File: src/rtl/arc4_pkg.sv
`default_nettype none
// ============================================================================
//  Module   : arc4_pkg
//  Purpose  : Shared constants and types for the ARC4 sequencer slice:
//             sequencer state encodings, S-memory phase/owner encodings,
//             S-memory geometry and the default key width.
//  Revision : 1.0  initial release
// ============================================================================
package arc4_pkg;

  localparam int S_DEPTH       = 256;
  localparam int S_AW          = $clog2(S_DEPTH);
  localparam int KEY_W_DEFAULT = 24;

  // Sequencer states, plain constants so older tools can consume them too.
  typedef logic [2:0] state_t;
  localparam state_t ST_IDLE       = 3'd0;
  localparam state_t ST_START_INIT = 3'd1;
  localparam state_t ST_WAIT_INIT  = 3'd2;
  localparam state_t ST_START_KSA  = 3'd3;
  localparam state_t ST_WAIT_KSA   = 3'd4;
  localparam state_t ST_START_PRGA = 3'd5;
  localparam state_t ST_WAIT_PRGA  = 3'd6;
  localparam state_t ST_DONE       = 3'd7;

  // Phase doubles as the S-memory owner select and the LED status code.
  typedef enum logic [1:0] {
    PH_IDLE = 2'd0,
    PH_INIT = 2'd1,
    PH_KSA  = 2'd2,
    PH_PRGA = 2'd3
  } phase_e;

  function automatic phase_e state_to_phase(input state_t s);
    phase_e p;
    case (s)
      ST_START_INIT, ST_WAIT_INIT: p = PH_INIT;
      ST_START_KSA,  ST_WAIT_KSA:  p = PH_KSA;
      ST_START_PRGA, ST_WAIT_PRGA: p = PH_PRGA;
      default:                     p = PH_IDLE;
    endcase
    return p;
  endfunction

endpackage
`default_nettype wire

File: src/rtl/arc4_smem_mux.sv
`default_nettype none
// ============================================================================
//  Module   : arc4_smem_mux
//  Purpose  : Combinational 3:1 selector for the single S-memory port. The
//             engine named by phase drives the port; every other engine,
//             including its write enable, is blocked. PH_IDLE parks the
//             port at address 0 with no write.
//  Ports    : phase                  owner select (arc4_pkg::phase_e)
//             init_/ksa_/prga_addr   engine address requests
//             init_/ksa_/prga_wrdata engine write data
//             init_/ksa_/prga_wren   engine write enables
//             s_addr/s_wrdata/s_wren selected port toward S memory
//  Revision : 1.0  initial release
// ============================================================================
module arc4_smem_mux
  import arc4_pkg::*;
(
  input  phase_e          phase,
  input  logic [S_AW-1:0] init_addr,
  input  logic [7:0]      init_wrdata,
  input  logic            init_wren,
  input  logic [S_AW-1:0] ksa_addr,
  input  logic [7:0]      ksa_wrdata,
  input  logic            ksa_wren,
  input  logic [S_AW-1:0] prga_addr,
  input  logic [7:0]      prga_wrdata,
  input  logic            prga_wren,
  output logic [S_AW-1:0] s_addr,
  output logic [7:0]      s_wrdata,
  output logic            s_wren
);

  always_comb begin
    s_addr   = '0;
    s_wrdata = '0;
    s_wren   = 1'b0;
    case (phase)
      PH_INIT: begin
        s_addr   = init_addr;
        s_wrdata = init_wrdata;
        s_wren   = init_wren;
      end
      PH_KSA: begin
        s_addr   = ksa_addr;
        s_wrdata = ksa_wrdata;
        s_wren   = ksa_wren;
      end
      PH_PRGA: begin
        s_addr   = prga_addr;
        s_wrdata = prga_wrdata;
        s_wren   = prga_wren;
      end
      default: ;
    endcase
  end

endmodule
`default_nettype wire

File: src/rtl/arc4_seq.sv
`default_nettype none
// ============================================================================
//  Module   : arc4_seq
//  Purpose  : Top-level ARC4 sequencer. One accepted start runs the init,
//             ksa and prga engines in order through their en/rdy handshakes
//             and grants the single S-memory port to the active engine.
//  Ports    : clk, rst              clock, synchronous active-high reset
//             en/rdy, key           job request handshake and key
//             key_q                 key captured on the accepted request
//             *_en / *_rdy          engine start pulses and ready flags
//             *_addr/_wrdata/_wren  engine S-memory requests
//             s_addr/s_wrdata/s_wren granted S-memory port
//             phase                 0 idle, 1 init, 2 ksa, 3 prga
//             err                   per-phase watchdog tripped
//  Config   : `define ARC4_SEQ_TIMEOUT_EN adds a per-phase watchdog of
//             TIMEOUT_CYCLES cycles; without it err is tied low and the
//             wait states wait indefinitely.
//  Revision : 1.0  initial release
// ============================================================================
module arc4_seq
  import arc4_pkg::*;
#(
  parameter int KEY_W          = KEY_W_DEFAULT,
  parameter int TIMEOUT_CYCLES = 65535
) (
  input  logic             clk,
  input  logic             rst,
  input  logic             en,
  output logic             rdy,
  input  logic [KEY_W-1:0] key,
  output logic [KEY_W-1:0] key_q,
  output logic             init_en,
  output logic             ksa_en,
  output logic             prga_en,
  input  logic             init_rdy,
  input  logic             ksa_rdy,
  input  logic             prga_rdy,
  input  logic [7:0]       init_addr,
  input  logic [7:0]       ksa_addr,
  input  logic [7:0]       prga_addr,
  input  logic [7:0]       init_wrdata,
  input  logic [7:0]       ksa_wrdata,
  input  logic [7:0]       prga_wrdata,
  input  logic             init_wren,
  input  logic             ksa_wren,
  input  logic             prga_wren,
  output logic [7:0]       s_addr,
  output logic [7:0]       s_wrdata,
  output logic             s_wren,
  output logic [1:0]       phase,
  output logic             err
);

  // The watchdog counter is 16 bits wide, so the limit must fit in it.
  if (TIMEOUT_CYCLES < 1 || TIMEOUT_CYCLES > 65535) begin : g_timeout_range_check
    $error("arc4_seq: TIMEOUT_CYCLES must be in 1..65535");
  end

  state_t           state_q, state_d;
  logic             seen_busy_q, seen_busy_d;
  logic [KEY_W-1:0] key_d;
  logic             in_wait;
  phase_e           owner;
  logic             mux_wren;

  assign rdy     = (state_q == ST_IDLE);
  assign owner   = state_to_phase(state_q);
  assign phase   = owner;
  assign in_wait = (state_q == ST_WAIT_INIT) || (state_q == ST_WAIT_KSA) ||
                   (state_q == ST_WAIT_PRGA);

`ifdef ARC4_SEQ_TIMEOUT_EN
  localparam logic [15:0] TIMEOUT_LIM = 16'(TIMEOUT_CYCLES);
  logic [15:0] to_cnt_q, to_cnt_d;
  logic        err_q, err_d;
  assign err = err_q;
`else
  assign err = 1'b0;
`endif

  always_comb begin
    state_d     = state_q;
    seen_busy_d = seen_busy_q;
    key_d       = key_q;
    init_en     = 1'b0;
    ksa_en      = 1'b0;
    prga_en     = 1'b0;

    // Each START state fires its engine only once the engine is ready, and
    // clears seen_busy so the engine's stale rdy after the pulse cannot end
    // the WAIT state; the engine must drop rdy and raise it again first.
    case (state_q)
      ST_IDLE: begin
        if (en) begin
          key_d   = key;
          state_d = ST_START_INIT;
        end
      end
      ST_START_INIT: begin
        if (init_rdy) begin
          init_en     = 1'b1;
          seen_busy_d = 1'b0;
          state_d     = ST_WAIT_INIT;
        end
      end
      ST_WAIT_INIT: begin
        if (!init_rdy)        seen_busy_d = 1'b1;
        else if (seen_busy_q) state_d     = ST_START_KSA;
      end
      ST_START_KSA: begin
        if (ksa_rdy) begin
          ksa_en      = 1'b1;
          seen_busy_d = 1'b0;
          state_d     = ST_WAIT_KSA;
        end
      end
      ST_WAIT_KSA: begin
        if (!ksa_rdy)         seen_busy_d = 1'b1;
        else if (seen_busy_q) state_d     = ST_START_PRGA;
      end
      ST_START_PRGA: begin
        if (prga_rdy) begin
          prga_en     = 1'b1;
          seen_busy_d = 1'b0;
          state_d     = ST_WAIT_PRGA;
        end
      end
      ST_WAIT_PRGA: begin
        if (!prga_rdy)        seen_busy_d = 1'b1;
        else if (seen_busy_q) state_d     = ST_DONE;
      end
      ST_DONE: state_d = ST_IDLE;
      default: state_d = ST_IDLE;
    endcase

`ifdef ARC4_SEQ_TIMEOUT_EN
    to_cnt_d = '0;
    err_d    = err_q;
    if (in_wait) begin
      to_cnt_d = to_cnt_q + 16'd1;
      // A normal phase exit on the same cycle wins over the watchdog.
      if (to_cnt_d == TIMEOUT_LIM && state_d == state_q) begin
        state_d = ST_DONE;
        err_d   = 1'b1;
      end
    end
    if (state_q == ST_IDLE && en) err_d = 1'b0;
`endif
  end

  always_ff @(posedge clk) begin
    if (rst) begin
      state_q     <= ST_IDLE;
      seen_busy_q <= 1'b0;
      key_q       <= '0;
    end else begin
      state_q     <= state_d;
      seen_busy_q <= seen_busy_d;
      key_q       <= key_d;
    end
  end

`ifdef ARC4_SEQ_TIMEOUT_EN
  always_ff @(posedge clk) begin
    if (rst) begin
      to_cnt_q <= '0;
      err_q    <= 1'b0;
    end else begin
      to_cnt_q <= to_cnt_d;
      err_q    <= err_d;
    end
  end
`endif

  arc4_smem_mux u_smem_mux (
    .phase       (owner),
    .init_addr   (init_addr),
    .init_wrdata (init_wrdata),
    .init_wren   (init_wren),
    .ksa_addr    (ksa_addr),
    .ksa_wrdata  (ksa_wrdata),
    .ksa_wren    (ksa_wren),
    .prga_addr   (prga_addr),
    .prga_wrdata (prga_wrdata),
    .prga_wren   (prga_wren),
    .s_addr      (s_addr),
    .s_wrdata    (s_wrdata),
    .s_wren      (mux_wren)
  );

  // Reset blocks memory writes in the same cycle, before the state clears.
  assign s_wren = mux_wren & ~rst;

  // in_wait only feeds the watchdog; keep it referenced in every build.
  logic unused_in_wait;
  assign unused_in_wait = in_wait;

endmodule
`default_nettype wire
File: config.mk
export PLATFORM = sky130hd
export DESIGN_NAME = arc4_seq
export DESIGN_NICKNAME = d
export VERILOG_FILES = /design/src/rtl/arc4_pkg.sv /design/src/rtl/arc4_smem_mux.sv /design/src/rtl/arc4_seq.sv
export SDC_FILE = /design/constraint.sdc
export NUM_CORES = 1
export LEC_CHECK = 0
export CAP_MARGIN = 20
export CORE_MARGIN = 5
export CORE_UTILIZATION = 35
export CTS_BUF_LIST = sky130_fd_sc_hd__clkbuf_16
export CTS_CLUSTER_SIZE = 8
export DETAILED_ROUTE_END_ITERATION = 7
export DONT_BUFFER_PORTS = 1
export SYNTH_ARGS = -nofsm -noshare
export SYNTH_HDL_FRONTEND = slang
export SYNTH_SLANG_ARGS = --single-unit
File: constraint.sdc
create_clock -name clk -period 4 [get_ports clk]
set_input_delay 0.6 -clock clk [delete_from_list [all_inputs] [get_ports clk]]
set_output_delay 0.6 -clock clk [all_outputs]
set_load 0.05 [all_outputs]
==> impl_metrics.py, run 1 <==
metrics = {
    "sta": {
        "final.setup.tns_ps": 0,
        "slew_viol_final": 0,
        "tightestPinTransition_ps": 1040,
        "clock_skew_ps": 3.22,
        "maxSlewHeadroom": 0.299,
        "clock.fmax_mhz": 308,
        "finalHoldViolCount": 0,
        "rsz0062_at_grt": "no",
        "layout_setup_ws_ps": 750,
        "post-route-period-util": 0.812,
        "min_period_ps": 3250,
        "setup_violations": 0,
    },
    "synth": {
        "synth-simple-area-share": 0.216,
        "synth_top_family_by_area": "compound AO/OA/AOI/OAI gates",
        "netlist_area_um2": 1560,
        "ys_seq_area_frac": 0.360,
        "yosys_register_bits": 28,
        "synth_cell_types": 35,
        "syn-mean-instance-area_um2": 7.59,
        "synthXorXnorAreaFrac": 0,
        "synth-compound-area-share": 0.255,
        "yosys-mux-area-fraction": 0.0394,
        "syn_nets": 290,
        "yosys.area_share.adder": 0.0322,
        "syn_inst": 205,
        "ys_warn_count": 0,
    },
    "min_path": {
        "min_path_cells": 1,
        "hp-class": "in2reg",
    },
    "cts": {
        "clkLatencyLatePin_ps": 260,
        "clockRootBuffer": "clkbuf_16",
        "clock_path_buffers": 2,
        "post-cts-setup-buffers": 0,
        "cts_sinks": 28,
        "cts_made_buffers": 3,
        "cts.reportedPaths.clkPinSlew_ps": 70,
        "cts_resized": 0,
        "htree_num_levels": 1,
        "cts-hold-fix-buffers": 0,
        "cts_tree": "yes",
    },
    "global_route": {
        "use_met1": 0.180,
        "gr-max-usage-layer": "met2",
        "grt_pass1_wl_mm": 6.89,
        "grtUsageMet3": 0.0539,
        "grt_max_degree": 30,
        "grt_usage": 0.137,
        "grt_overflow": 0,
        "first_global_vias": 1324,
        "antenna_found_initial": 0,
        "grt_use_met2": 0.205,
    },
    "power_and_ir_drop": {
        "vdd_drop_max_mv": 0.692,
        "p_int_mw": 0.739,
        "power_frac_comb": 0.533,
        "p_per_area_nw_per_um2": 1040,
        "p_sw_frac": 0.577,
        "p_sw_mw": 1.01,
        "power.share.sequential": 0.302,
        "leakage_nw": 0.720,
        "power_mw": 1.75,
        "clkPwrFrac": 0.165,
    },
    "cells_and_area": {
        "antenna_cells": 0,
        "area_growth_pct": 7.56,
        "nNetsFinal": 285,
        "mostFrequentLayoutCells": "51 x nand2_1, 28 x a21oi_1, 28 x dfxtp_1",
        "fin_area_um2": 1670,
        "multiInputGateArea_um2": 847,
        "nFillCells": 458,
        "drive_gt1_frac": 0.0603,
        "final_common_cell": "nand2_1",
        "regArea_um2": 561,
    },
    "placement": {
        "pre_cts_slack_ps": 1040,
        "dpl-instance-area_um2": 1570,
        "dp.final_hpwl_mm": 3.43,
        "io_buffers": 0,
        "gp_congestion": 0.868,
    },
    "setup_path": {
        "cp_data_required_time_ps": 3400,
        "path_max_fanout": 17,
        "path_class": "reg2out",
        "cp_data_arrival_time_ps": 2650,
        "cp-end-kind": "output port",
        "cp-start-kind": "flop",
        "rr_worst_depth": 6,
        "ff2ff_setup_slack_ps": 1630,
    },
    "die": {
        "core_area_um2": 4320,
        "pin_count": 129,
        "start_util": 0.360,
        "core.rowCount": 24,
        "die_h_um": 76.7,
        "die_w_um": 76.7,
        "die-area_um2": 5880,
    },
    "routing": {
        "dr.pass1.iters": 7,
        "post-route-drc-count": 0,
        "vias": 1451,
        "first_iter_violations": 122,
        "drt-total-wl_mm": 4.44,
        "viasPerCell": 5.78,
        "wire_per_inst_um": 17.7,
        "ant_nets": 0,
    },
    "flow_run": {
        "cap_violations": 0,
    },
    "run_status": {
        "status": "complete, no violations",
    },
}
sequential cells by signal, summed over array words and instances, names as in the netlist:
register and count:
seen_busy_q 1, key_q 24, state_q 3
power groups by stage:
| stage | logic [mW] | registers [mW] | clock network (mW) |
|---|---|---|---|
| global placement | 0.923 | 0.535 | 0 |
| finish | 0.932 | 0.527 | 0.288 |
| detailed placement | 0.930 | 0.536 | 0 |
| CTS | 0.932 | 0.530 | 0.297 |
| global route | 0.996 | 0.536 | 0.314 |
| floorplan | 0.852 | 0.521 | 0 |
stage by stage:
step,hold WS [ps],cells,util
finish,402,251,0.387
global route,390,251,0.387
CTS,399,251,0.387
detailed placement,485,247,0.363
global placement,470,246,0.361
floorplan,456,205,-
kinds of logic after synthesis:
group / Yosys count
other: 1
adder cells (fa/ha/maj): 4
AND/OR/NAND/NOR: 75
AO/OA/AOI/OAI: 58
multiplexers: 6
buffers and inverters: 33
flip-flops: 28
critical path, cell delays in order (launching register included):
cell	delay, ps
dfxtp_1	390
inv_1	80
ha_1	280
nor2_4	210
inv_2	190
nor2_2	550
nand2_1	110
o21ai_1	570
metal layers:
metal | vias up | share of wire
met3 | 8 | 0.12
met4 | 0 | 0.016
li1 | 701 | -
met5 | - | 0
met1 | 650 | 0.41
met2 | 92 | 0.45
cells in the mapped netlist (all sizes together):
cell type / number / area [um^2]
a21o: 1 / 7.51
a21oi: 28 / 140
a221oi: 1 / 15.0
a222oi: 14 / 140
a22oi: 1 / 7.51
a2bb2oi: 2 / 17.5
a31oi: 2 / 12.5
and2: 1 / 6.26
and2b: 1 / 7.51
and3: 3 / 18.8
buf: 9 / 57.6
clkbuf: 4 / 15.0
conb: 1 / 3.75
dfxtp: 28 / 561
ha: 4 / 50.1
inv: 20 / 75.1
mux2: 1 / 11.3
mux2i: 5 / 50.1
nand2: 51 / 191
nand2b: 4 / 25.0
nand3b: 1 / 7.51
nand4: 2 / 12.5
nor2: 6 / 32.5
nor2b: 1 / 6.26
nor3: 3 / 15.0
nor4: 1 / 6.26
o211a: 1 / 10.0
o21ai: 6 / 30.0
o2bb2ai: 1 / 8.76
o31ai: 1 / 7.51
or2: 1 / 6.26
layout make-up:
type | count | share of cell area
Tap cell | 52 | 0.0389
Multi-Input combinational cell | 144 | 0.506
Timing Repair Buffer | 3 | 0.0120
Inverter | 20 | 0.0449
Clock inverter | 1 | 0.0180
Sequential cell | 28 | 0.335
Clock buffer | 3 | 0.0449
final timing paths:
kind / end / from
worst max-delay path: s_addr[5] / state_q[0]
worst min-delay path: key_q[10] / rst
worst max register to register: key_q[23] / state_q[0]
worst min register to register: seen_busy_q / seen_busy_q
(Power assumes the default switching activity.)
==> inputs of run 2 (changes only) <==
- clock period: 4 -> 2.75 ns (I/O delays scaled with it)
==> run 2 against run 1 <==
Against the previous run: routed wire length grew 5.8%; die area unchanged; power grew 74%; critical path type unchanged; highest routed layer unchanged.
==> impl_metrics.py, run 2 (synthesis results as in run 1) <==
metrics = {
    "min_path": {
        "min_from": "rst",
        "min_path_cells": 1,
        "hp-class": "in2reg",
        "min_to": "key_q[12]",
    },
    "sta": {
        "setup_violations": 0,
        "final.setup.tns_ps": 0,
        "maxSlewHeadroom": 0.424,
        "tightestPinTransition_ps": 864,
        "clock_skew_ps": 5.40,
        "clock.fmax_mhz": 400,
        "min_period_ps": 2500,
        "hold_ws_ps": 221,
        "post-route-period-util": 0.910,
        "slew_viol_final": 0,
        "rsz0062_at_grt": "no",
        "finalHoldViolCount": 0,
    },
    "cells_and_area": {
        "reg_top3": "key_q: 24 flops, state_q: 3 flops, seen_busy_q: 1 flops",
        "antenna_cells": 0,
        "area_growth_pct": 29.4,
        "final_common_cell": "nand2_1",
        "largest_register_ff_count": 24,
        "nNetsFinal": 310,
        "regMostFlops": "key_q",
        "stdcell_count": 276,
        "drive_gt1_frac": 0.161,
        "mostFrequentLayoutCells": "51 x nand2_1, 28 x a21oi_1, 28 x dfxtp_1",
    },
    "global_route": {
        "grt_use_met2": 0.254,
        "gr-max-usage-layer": "met2",
        "use_met1": 0.176,
        "grt_overflow": 0,
        "first_global_vias": 1551,
        "antenna_found_initial": 0,
        "grt_pass1_wl_mm": 7.45,
        "grt_max_degree": 30,
        "grtUsageMet3": 0.0562,
        "grt_usage": 0.150,
    },
    "placement": {
        "dp.final_hpwl_mm": 3.81,
        "gp_congestion": 0.835,
        "dp.cells": 272,
        "io_buffers": 0,
    },
    "setup_path": {
        "path_class": "reg2out",
        "cp_data_arrival_time_ps": 2090,
        "rr_endpoint": "seen_busy_q",
        "cp-end-kind": "output port",
        "cp-start-kind": "flop",
        "path_max_fanout": 14,
        "rr_worst_depth": 8,
        "cp_data_required_time_ps": 2340,
        "ff2ff_setup_slack_ps": 740,
        "reg2reg_from": "state_q[1]",
    },
    "routing": {
        "drt-total-wl_mm": 4.70,
        "post-route-drc-count": 0,
        "first_iter_violations": 118,
        "dr.pass1.iters": 8,
        "vias": 1585,
        "ant_nets": 0,
        "wire_per_inst_um": 17.0,
        "viasPerCell": 5.74,
    },
    "power_and_ir_drop": {
        "leakage_nw": 0.882,
        "p_per_area_nw_per_um2": 1510,
        "vdd_drop_max_mv": 0.889,
    },
    "die": {
        "die_h_um": 76.7,
        "pin_count": 129,
        "start_util": 0.360,
        "die-area_um2": 5880,
        "die_w_um": 76.7,
        "core.rowCount": 24,
        "core_area_um2": 4320,
    },
    "cts": {
        "cts-hold-fix-buffers": 0,
        "cts.reportedPaths.clkPinSlew_ps": 70,
        "clockRootBuffer": "clkbuf_16",
        "clkLatencyLatePin_ps": 260,
        "cts_sinks": 28,
        "cts_made_buffers": 3,
        "htree_num_levels": 1,
        "post-cts-setup-buffers": 0,
        "cts_tree": "yes",
        "clock_path_buffers": 2,
        "cts_resized": 0,
    },
    "flow_run": {
        "cap_violations": 0,
    },
    "run_status": {
        "status": "complete, no violations",
    },
}
-- run 2: cell types whose count changed in the layout (fill, tap and decap cells not counted), sizes merged --
cell,delta
buf,+25
bufinv,-1
clkinv,+1
-- run 2: area by class of cell --
type / count / area [um^2]
fill: 442 / 2310
multi-input combinational: 144 / 847
sequential: 28 / 561
timing repair buffer: 28 / 385
clock buffer: 3 / 75.1
inverter: 20 / 75.1
tap: 52 / 65.1
clock inverter: 1 / 3.75
-- run 2: per-layer routing --
layer,part of all wire,up-vias,wire length [um]
li1,-,755,-
met1,0.37,735,1750
met2,0.51,87,2410
met3,0.10,8,481
met4,0.011,0,54
met5,0,-,0
-- run 2: power by group --
part / internal [mW] / total [mW] / switching [mW]
sequential: 0.488 / 0.764 / 0.276
combinational: 0.784 / 1.96 / 1.18
clock: 0.194 / 0.320 / 0.125
-- run 2: worst max-delay path by stage --
| stage | from | endpoint | cells after the start |
|---|---|---|---|
| final | state_q[1] | s_wrdata[7] | 8 |
| after global routing | state_q[1] | s_wrdata[1] | 8 |
| after CTS | state_q[1] | s_addr[4] | 8 |
| after detailed placement | state_q[1] | s_addr[4] | 8 |
| after global placement | state_q[1] | s_addr[0] | 8 |
| after floorplan | state_q[0] | s_wren | 8 |
-- run 2: per-stage QoR --
| stage | area (um^2) | utilization | worst slack [ps] | power, mW |
|---|---|---|---|---|
| after floorplan | 1560 | - | 120 | 2.00 |
| after global placement | 1930 | 0.447 | 571 | 2.74 |
| after detailed placement | 1930 | 0.447 | 542 | 2.74 |
| after CTS | 2010 | 0.465 | 264 | 3.07 |
| after global routing | 2010 | 0.465 | 83.8 | 3.22 |
| final | 2010 | 0.465 | 249 | 3.05 |
-- run 2: critical path, cell delays in order (launching register included) --
cell,delay [ps]
dfxtp_1,400
inv_1,80
ha_1,290
nor2_4,190
nor3_1,70
buf_4,190
a222oi_1,320
inv_1,130
buf_12,170
==> inputs of run 3 (changes only) <==
==> constraint.sdc (replaced) <==
create_clock -name clk -period 2.75 [get_ports clk]
set_input_delay 0.4125 -clock clk [delete_from_list [all_inputs] [get_ports clk]]
set_output_delay 0.4125 -clock clk [all_outputs]
set_load 0.005 [all_outputs]
==> run 3 against run 2 <==
Against the previous run: register-to-register slack better by 160 ps; via count decreased by 6.1%; power shrank 40%; die area is the same; cell count is 8.0% lower; hold slack got worse by 5.8 ps; global-route usage down 0.45 points; highest routed layer unchanged.
==> impl_metrics.py, run 3 (synthesis results as in run 1) <==
metrics = {
    "sta": {
        "final.setup.tns_ps": 0,
        "slew_viol_final": 0,
        "rsz0062_at_grt": "no",
        "clock_skew_ps": 6.23,
        "clock.fmax_mhz": 407,
        "setup_violations": 0,
        "tightestPinTransition_ps": 620,
        "finalHoldViolCount": 0,
        "post-route-period-util": 0.894,
        "maxSlewHeadroom": 0.583,
        "layout_setup_ws_ps": 291,
        "min_period_ps": 2460,
    },
    "cts": {
        "cts_resized": 0,
        "post-cts-setup-buffers": 0,
        "cts-hold-fix-buffers": 0,
        "clockRootBuffer": "clkbuf_16",
        "clock_path_buffers": 2,
        "htree_num_levels": 1,
        "cts_tree": "yes",
        "cts.reportedPaths.clkPinSlew_ps": 70,
        "cts_made_buffers": 3,
        "clkLatencyLatePin_ps": 260,
        "cts_sinks": 28,
    },
    "cells_and_area": {
        "fin_area_um2": 1700,
        "nFillCells": 464,
        "regMostFlops": "key_q",
        "largest_register_ff_count": 24,
        "antenna_cells": 0,
        "nNetsFinal": 288,
        "area_growth_pct": 9.17,
        "drive_gt1_frac": 0.0743,
        "final_common_cell": "nand2_1",
        "reg_top3": "key_q: 24 flops, state_q: 3 flops, seen_busy_q: 1 flops",
        "fin_util": 0.393,
        "mostFrequentLayoutCells": "51 x nand2_1, 28 x a21oi_1, 28 x dfxtp_1",
    },
    "die": {
        "die_w_um": 76.7,
        "die_h_um": 76.7,
        "pin_count": 129,
        "die-area_um2": 5880,
        "core.rowCount": 24,
        "core_area_um2": 4320,
        "start_util": 0.360,
    },
    "global_route": {
        "grt_max_degree": 30,
        "first_global_vias": 1441,
        "grt_pass1_wl_mm": 7.35,
        "grt_overflow": 0,
        "antenna_found_initial": 0,
        "grt_usage": 0.145,
    },
    "setup_path": {
        "path_max_fanout": 9,
        "cp_data_required_time_ps": 2340,
        "rr_endpoint": "seen_busy_q",
        "path_class": "reg2out",
        "cp-start-kind": "flop",
        "cpPeakStageDelay_ps": 490,
        "cp_num_buf_inv": 3,
        "path_cells": "inv_1, ha_1, nor2_4, nor3_1, buf_4, a222oi_1, inv_1",
        "cpMostUsedCell": "inv_1",
        "ff2ff_setup_slack_ps": 900,
        "cp_data_arrival_time_ps": 2050,
        "slowest_stage": "nor3_1",
        "reg2reg_from": "state_q[1]",
        "cp-end-kind": "output port",
        "crit_family": "simple AND/OR/NAND/NOR gates",
        "rr_worst_depth": 7,
    },
    "min_path": {
        "min_to": "seen_busy_q",
        "min_from": "rst",
        "hp-class": "in2reg",
        "min_path_cells": 1,
    },
    "placement": {
        "pre_cts_slack_ps": 583,
        "gp_congestion": 0.874,
        "dpl-instance-area_um2": 1590,
        "dp.final_hpwl_mm": 3.55,
        "io_buffers": 0,
    },
    "run_status": {
        "status": "complete, no violations",
    },
    "routing": {
        "dr.pass1.iters": 5,
        "vias": 1488,
        "viasPerCell": 5.86,
        "drt-total-wl_mm": 4.56,
        "post-route-drc-count": 0,
        "ant_nets": 0,
        "first_iter_violations": 88,
        "wire_per_inst_um": 18.0,
    },
    "flow_run": {
        "cap_violations": 0,
    },
    "power_and_ir_drop": {
        "leakage_nw": 0.735,
        "vdd_drop_max_mv": 0.365,
        "p_per_area_nw_per_um2": 1070,
    },
}
==> run 3: worst max path at each step <==
stage	startpoint	to	slack (ps)	depth (start not counted)
after floorplan	state_q[0]	s_wren	790	8
after global placement	state_q[0]	s_wrdata[7]	230	5
after detailed placement	state_q[0]	s_addr[5]	580	8
after CTS	state_q[1]	s_addr[5]	290	8
after global routing	state_q[1]	s_addr[1]	90	7
final	state_q[1]	s_addr[0]	290	7
==> run 3: cell type report <==
type                    count  area, um^2  share of cell area
well taps                  52        65.1              0.0383
clock inverters             1        30.0              0.0177
flip-flops and latches     28         561               0.330
inverters                  20        75.1              0.0442
clock buffers               3        75.1              0.0442
multi-input cells         144         847               0.499
repair buffers              6        45.0              0.0265
==> run 3: through the flow <==
step | hold slack, ps | power [mW] | std cells
floorplan | 453 | 1.24 | 205
global placement | 459 | 1.38 | 249
detailed placement | 464 | 1.41 | 250
CTS | 208 | 1.84 | 254
global route | 203 | 1.97 | 254
finish | 215 | 1.82 | 254
==> run 3: per-layer routing <==
layer / global-route usage / part of all wire / vias to the layer above
li1: - / - / 713
met1: 0.179 / 0.39 / 680
met2: 0.244 / 0.49 / 89
met3: 0.0422 / 0.10 / 6
met4: 0.0402 / 0.014 / 0
met5: 0 / 0 / -
==> run 3: worst register-to-register path: stages (launching register included) <==
cell	delay [ps]
dfxtp_1	380
inv_1	80
ha_1	280
nor2_4	200
inv_2	120
o211a_1	240
or2_0	240
a221oi_2	220
==> run 3: report_power, final <==
part / leakage (nW) / switching [mW] / internal (mW)
Sequential: 0.230 / 0.0643 / 0.489
Combinational: 0.454 / 0.523 / 0.315
Clock: 0.0511 / 0.135 / 0.290
Total: 0.735 / 0.722 / 1.09
